$ cat config.mk
export PLATFORM = sky130hd
export DESIGN_NAME = if_fetch_stage
export DESIGN_NICKNAME = d
export VERILOG_FILES = /design/src/rtl/fetch_pkg.sv /design/src/rtl/if_pc_gen.sv /design/src/rtl/if_fetch_stage.sv
export SDC_FILE = /design/constraint.sdc
export NUM_CORES = 1
export LEC_CHECK = 0
export ABC_CLOCK_PERIOD_IN_PS = 2000
export CORE_MARGIN = 2
export CORE_UTILIZATION = 40
export DETAILED_ROUTE_END_ITERATION = 16
export GPL_ROUTABILITY_DRIVEN = 1
export HOLD_SLACK_MARGIN = 0.02
export PLACE_DENSITY = 0.87
export SYNTH_ARGS = -nofsm -noshare
export SYNTH_HDL_FRONTEND = slang
export SYNTH_SLANG_ARGS = --single-unit
$ cat constraint.sdc
create_clock -name clk -period 2 [get_ports clk]
set_clock_uncertainty 0.15 [all_clocks]
set_input_delay 0.4 -clock clk [delete_from_list [all_inputs] [get_ports clk]]
set_output_delay 0.4 -clock clk [all_outputs]
set_load 0.03 [all_outputs]
$ cat src/rtl/fetch_pkg.sv
// fetch_pkg: state encoding, reset/step defaults and the bubble word shared by
// the instruction-fetch stage. Optional feature macro: IF_MISALIGN_TRAP_EN.
`ifndef ADDRESS_LEN
`define ADDRESS_LEN 32
`endif

package fetch_pkg;

    localparam logic [31:0] RESET_PC_DEFAULT = 32'h0000_0000;
    localparam logic [31:0] PC_STEP_DEFAULT  = 32'd4;
    localparam logic [31:0] BUBBLE           = '0;

    typedef enum logic [1:0] {
        S_REQ,
        S_WAIT,
        S_HOLD,
        S_HALT
    } fetch_state_t;

endpackage

$ cat src/rtl/if_pc_gen.sv
// if_pc_gen: program counter with reset, sequential increment and redirect.
// Redirect targets are word-aligned by clearing the low two bits.
// With IF_MISALIGN_TRAP_EN defined it also reports a misaligned target.
`ifndef ADDRESS_LEN
`define ADDRESS_LEN 32
`endif

module if_pc_gen
    import fetch_pkg::*;
#(
    parameter int unsigned       ADDR_W   = `ADDRESS_LEN,
    parameter logic [ADDR_W-1:0] RESET_PC = ADDR_W'(RESET_PC_DEFAULT),
    parameter logic [ADDR_W-1:0] PC_STEP  = ADDR_W'(PC_STEP_DEFAULT)
) (
    input  logic              clk,
    input  logic              rst,
    input  logic              advance,
    input  logic              redirect,
    input  logic [ADDR_W-1:0] target,
    output logic [ADDR_W-1:0] pc,
    output logic [ADDR_W-1:0] pc_inc
`ifdef IF_MISALIGN_TRAP_EN
    ,
    output logic              misaligned
`endif
);

    localparam logic [ADDR_W-1:0] ALIGN_MASK = ADDR_W'(3);

    // Sequential successor wraps silently modulo 2^ADDR_W
    assign pc_inc = pc + PC_STEP;

`ifdef IF_MISALIGN_TRAP_EN
    assign misaligned = |target[1:0];
`endif

    // PC register: redirect has priority over the sequential advance
    always_ff @(posedge clk or negedge rst) begin
        if (!rst) begin
            pc <= RESET_PC;
        end else if (redirect) begin
            pc <= target & ~ALIGN_MASK;
        end else if (advance) begin
            pc <= pc_inc;
        end
    end

endmodule

$ cat src/rtl/if_fetch_stage.sv
// if_fetch_stage: instruction fetch with one outstanding memory request,
// branch redirect with stale-response discard, and hazard freeze.
// Optional feature macro: IF_MISALIGN_TRAP_EN (misaligned redirect traps to S_HALT).
`ifndef ADDRESS_LEN
`define ADDRESS_LEN 32
`endif

module if_fetch_stage
    import fetch_pkg::*;
#(
    parameter int unsigned       ADDR_W   = `ADDRESS_LEN,
    parameter logic [ADDR_W-1:0] RESET_PC = ADDR_W'(RESET_PC_DEFAULT),
    parameter logic [ADDR_W-1:0] PC_STEP  = ADDR_W'(PC_STEP_DEFAULT)
) (
    input  logic              clk,
    input  logic              rst,
    input  logic              freeze,
    input  logic              br_taken,
    input  logic [ADDR_W-1:0] br_addr,
    output logic              imem_req,
    output logic [ADDR_W-1:0] imem_addr,
    input  logic              imem_ack,
    input  logic              imem_rvalid,
    input  logic [ADDR_W-1:0] imem_rdata,
    output logic [ADDR_W-1:0] pc_out,
    output logic [ADDR_W-1:0] instruction_out,
    output logic              fetch_stall,
    output logic              flush_out
`ifdef IF_MISALIGN_TRAP_EN
    ,
    output logic              misalign_err
`endif
);

    fetch_state_t      state, state_nx;
    logic              discard, discard_nx;
    logic              br_event;
    logic              bad_target;
    logic              capture;
    logic              redirect;
    logic [ADDR_W-1:0] pc;
    logic [ADDR_W-1:0] pc_inc;

    if_pc_gen #(
        .ADDR_W   (ADDR_W),
        .RESET_PC (RESET_PC),
        .PC_STEP  (PC_STEP)
    ) u_pc_gen (
        .clk      (clk),
        .rst      (rst),
        .advance  (capture),
        .redirect (redirect),
        .target   (br_addr),
        .pc       (pc),
        .pc_inc   (pc_inc)
`ifdef IF_MISALIGN_TRAP_EN
        ,
        .misaligned (bad_target)
`endif
    );

`ifndef IF_MISALIGN_TRAP_EN
    assign bad_target = 1'b0;
`endif

    // Request is gated by reset so nothing is issued while reset is held
    assign imem_req  = rst && (state == S_REQ);
    assign imem_addr = pc;

    // State and discard flag registers
    always_ff @(posedge clk or negedge rst) begin
        if (!rst) begin
            state   <= S_REQ;
            discard <= 1'b0;
        end else begin
            state   <= state_nx;
            discard <= discard_nx;
        end
    end

    // Next state: redirect beats rvalid, rvalid beats freeze; S_HALT ignores redirects
    always_comb begin
        state_nx   = state;
        discard_nx = discard;
        capture    = 1'b0;
        redirect   = 1'b0;
        br_event   = br_taken && (state != S_HALT);
        if (br_event && bad_target) begin
            state_nx   = S_HALT;
            discard_nx = 1'b0;
        end else if (br_event) begin
            redirect = 1'b1;
            case (state)
                S_REQ: begin
                    if (imem_ack) begin
                        state_nx   = S_WAIT;
                        discard_nx = 1'b1;
                    end
                end
                S_WAIT: begin
                    if (imem_rvalid) begin
                        state_nx   = S_REQ;
                        discard_nx = 1'b0;
                    end else begin
                        discard_nx = 1'b1;
                    end
                end
                S_HOLD:  state_nx = S_REQ;
                default: state_nx = state;
            endcase
        end else begin
            case (state)
                S_REQ: begin
                    if (imem_ack) state_nx = S_WAIT;
                end
                S_WAIT: begin
                    if (imem_rvalid) begin
                        if (discard) begin
                            discard_nx = 1'b0;
                            state_nx   = S_REQ;
                        end else begin
                            capture  = 1'b1;
                            state_nx = freeze ? S_HOLD : S_REQ;
                        end
                    end
                end
                S_HOLD: begin
                    if (!freeze) state_nx = S_REQ;
                end
                S_HALT:  state_nx = S_HALT;
                default: state_nx = state;
            endcase
        end
    end

    // Output registers: flush inserts a bubble, capture presents the new word
    always_ff @(posedge clk or negedge rst) begin
        if (!rst) begin
            pc_out          <= '0;
            instruction_out <= ADDR_W'(BUBBLE);
            fetch_stall     <= 1'b1;
            flush_out       <= 1'b0;
        end else begin
            flush_out <= br_event;
            if (br_event) begin
                instruction_out <= ADDR_W'(BUBBLE);
                fetch_stall     <= 1'b1;
            end else if (capture) begin
                instruction_out <= imem_rdata;
                pc_out          <= pc_inc;
                fetch_stall     <= 1'b0;
            end else begin
                fetch_stall <= 1'b1;
            end
        end
    end

`ifdef IF_MISALIGN_TRAP_EN
    // Sticky misalignment flag, cleared only by reset
    always_ff @(posedge clk or negedge rst) begin
        if (!rst) begin
            misalign_err <= 1'b0;
        end else if (br_event && bad_target) begin
            misalign_err <= 1'b1;
        end
    end
`endif

endmodule
==> impl_metrics.json, run 1 <==
{
  "status": "finished clean",
  "wl_microns": 13700,
  "die_w_microns": 115,
  "min-delay-path-class": "flip-flop to flip-flop",
  "rsz0062_at_grt": "no",
  "yosysTopAreaCell": "dfrtp_1",
  "synth_cell_type_count": 45,
  "clockBufferDepth": 2,
  "dp_slack_ps": -206,
  "clk_pin_slew_ps": 70,
  "wl_met1_microns": 5770,
  "ys_ff_latch": 97,
  "worstPathRequired_ps": 1450,
  "clock-sinks": 97,
  "layout.nets": 804,
  "routedWlPerCell_microns": 15.6,
  "worstSkewPairLatency_ps": 340,
  "max_freq_mhz": 506,
  "first_pass_iters": 5,
  "criticalPathCategory": "flip-flop to primary output",
  "slew_viol_final": 0,
  "synthToLayoutAreaGrowth_pct": 51.1,
  "vias": 4552,
  "cp_max_fo": 3,
  "hold_viol": 0,
  "yosysMostFrequentCell": "nand2_1",
  "cts_tree": "built",
  "async_reset_ff_frac": 1.00,
  "p_leak_uw": 0.00311,
  "yosysWarningCount": 0,
  "cts-htree-levels": 3,
  "grt_pass1_wl_microns": 21600,
  "dr_wl_met3_microns": 822,
  "clock-root-buffer": "clkbuf_16",
  "ioPinCount": 169,
  "avgSynthCellArea_sq_um": 9.00,
  "end_kind": "primary output",
  "max_stage_delay_ps": 690,
  "powerDensity_nw_per_um2": 1380,
  "tns_ps": 0,
  "fp.dieH_microns": 115,
  "ys_seq_area_frac": 0.496,
  "cts_buffers": 9,
  "antenna_found_initial": 0,
  "drt-initial-drc-count": 326,
  "layout-drive-gt1-share": 0.135,
  "synth_top_area_frac": 0.491,
  "synthTopCellsByArea": "dfrtp_1 (49%), nand2_1 (11%), xor2_1 (6.3%), o21ai_1 (4.1%), xnor2_1 (3.9%)",
  "ys.flop_type": "dfrtp_1",
  "drt-vias-per-instance": 5.17,
  "port_buffers": 162,
  "initial_core_util": 0.409,
  "path_buf_inv": 1,
  "grt_max_degree": 98,
  "grt_usage": 0.208,
  "wl_met2_microns": 6810,
  "tightest_slew_ps": 535,
  "cp_cell_sequence": "clkdlybuf4s50_1",
  "period_minus_slack_ps": 1980,
  "crit_slowest_cell": "clkdlybuf4s50_1",
  "critPathLaunchType": "flip-flop",
  "r2r_slack_ps": 100,
  "fin_crit_sh": 0.989,
  "slew_headroom": 0.643,
  "setup_viol": 0,
  "placementRows": 40,
  "die_area_sq_um": 13100,
  "highest_layer": "met4",
  "utilization": 0.618,
  "ant_nets": 0,
  "coreArea_sq_um": 12000,
  "grt_pass1_vias": 4340,
  "final.setup.worst_slack_ps": 22.7,
  "antenna_cells": 0,
  "path_delay_family": "buffers and inverters",
  "hpwlAfterDp_microns": 9740,
  "postSynthCellCount": 544,
  "peakVddDrop_mv": 0.730,
  "syn-cell-area_sq_um": 4890,
  "gp_congestion": 0.862,
  "synth_edf_count": 0,
  "gr-total-overflow": 0,
  "drc_errors": 0,
  "max-cap-violations": 0,
  "arrival_ps": 1430,
  "netlist_top_cells_count": "nand2_1 (142), dfrtp_1 (96), o21ai_1 (40), a21oi_1 (36), xor2_1 (35)"
}
## state kept, by name, indices dropped and copies added (netlist names)
name             flops
discard              1
fetch_stall          1
flush_out            1
instruction_out     32
pc_out              30
state                2
u_pc_gen.pc         30
## placed cells by master (no fill, tap or decap), types with 2 or more instances in the layout
master	n
o21ai_1	40
xor2_1	35
inv_2	2
buf_12	7
xnor2_1	22
nor2_1	20
dlymetal6s2s_1	2
ha_4	2
buf_4	40
and3_1	3
and2_1	3
and4_4	2
nor4_4	3
clkinvlp_4	2
nand3_1	17
conb_1	4
o21ai_2	2
nand2_1	141
inv_1	4
nand4_1	16
dfrtp_1	93
a21oi_1	36
o21ai_0	16
clkdlybuf4s50_1	134
a31oi_1	3
nand4_2	2
nand2b_1	3
ha_1	3
nand3_2	2
nor3_2	4
dlygate4sd2_1	24
nor3_1	6
buf_6	3
clkbuf_16	10
bufinv_16	3
dfrtp_2	3
## timing repair
item | 4_1_cts | 5_1_grt
pin swaps | 0 | 2
cloned | 0 | 1
setup buffers | 0 | 4
resized for setup | 29 | 17
hold buffers | 1 | 0
endpoints found under the hold margin | 51 | 0
endpoints found under the setup margin | 26 | 27
## cells by family (layout without fill, tap and decap cells)
| family | count (synthesis) | count (layout) | synth area share |
|---|---|---|---|
| compound gates | 102 | 102 | 0.111 |
| xor+xnor | 57 | 57 | 0.102 |
| fa+ha+maj | 5 | 5 | 0.0128 |
| buf+inv | 48 | 234 | 0.0440 |
| flops | 97 | 97 | 0.496 |
| mux | 1 | 1 | 0.00230 |
| other cells | 1 | 4 | 0.000766 |
| simple gates | 233 | 233 | 0.231 |
## layout make-up
class | count | area [sq um]
clock buffer | 10 | 229
clock inverter | 5 | 105
fill | 1001 | 4570
inverter | 7 | 28.8
multi-input combinational | 402 | 2330
sequential | 97 | 2430
tap | 147 | 184
timing repair buffer | 212 | 2090
## report_power, final
group	internal [uW]	switching, uW	total, uW	leakage [uW]
combinational	2140	2910	5060	0.00171
sequential	2600	556	3160	0.00124
clock	1220	744	1960	0.000155
total	5960	4210	10200	0.00311
## worst paths after layout
check	startpoint	to	cells past startpoint
min	pc_out[28]	pc_out[28]	2
min in group asynchronous	rst	pc_out[6]	3
max reg2reg	state[1]	u_pc_gen.pc[27]	8
max	u_pc_gen.pc[18]	imem_addr[18]	1
max in group asynchronous	rst	discard	3
min reg2reg	pc_out[28]	pc_out[28]	2
## routing by layer
layer  GRT usage  vias to the layer above
li1            -                     2181
met1       0.264                     2187
met2       0.352                      159
met3      0.0424                       25
met4      0.0707                        0
met5           0                        -
## metrics by stage
step                hold slack (ps)  power (uW)  area [sq um]  std cells
finish                          335       10200          7390        880
global route                    362       10700          7390        880
CTS                             340       10100          7270        875
detailed placement              324        8170          6940        859
global placement                312        8060          6940        859
floorplan                     -45.6        5910          4910        547
Power figures use the tool's default switching activity.
==> run 2: changes to the inputs <==
Settings changed: CTS_CLUSTER_DIAMETER set to 50.
==> results of run 2 <==
The final DEF is identical to that of run 1; final timing and power are the same.
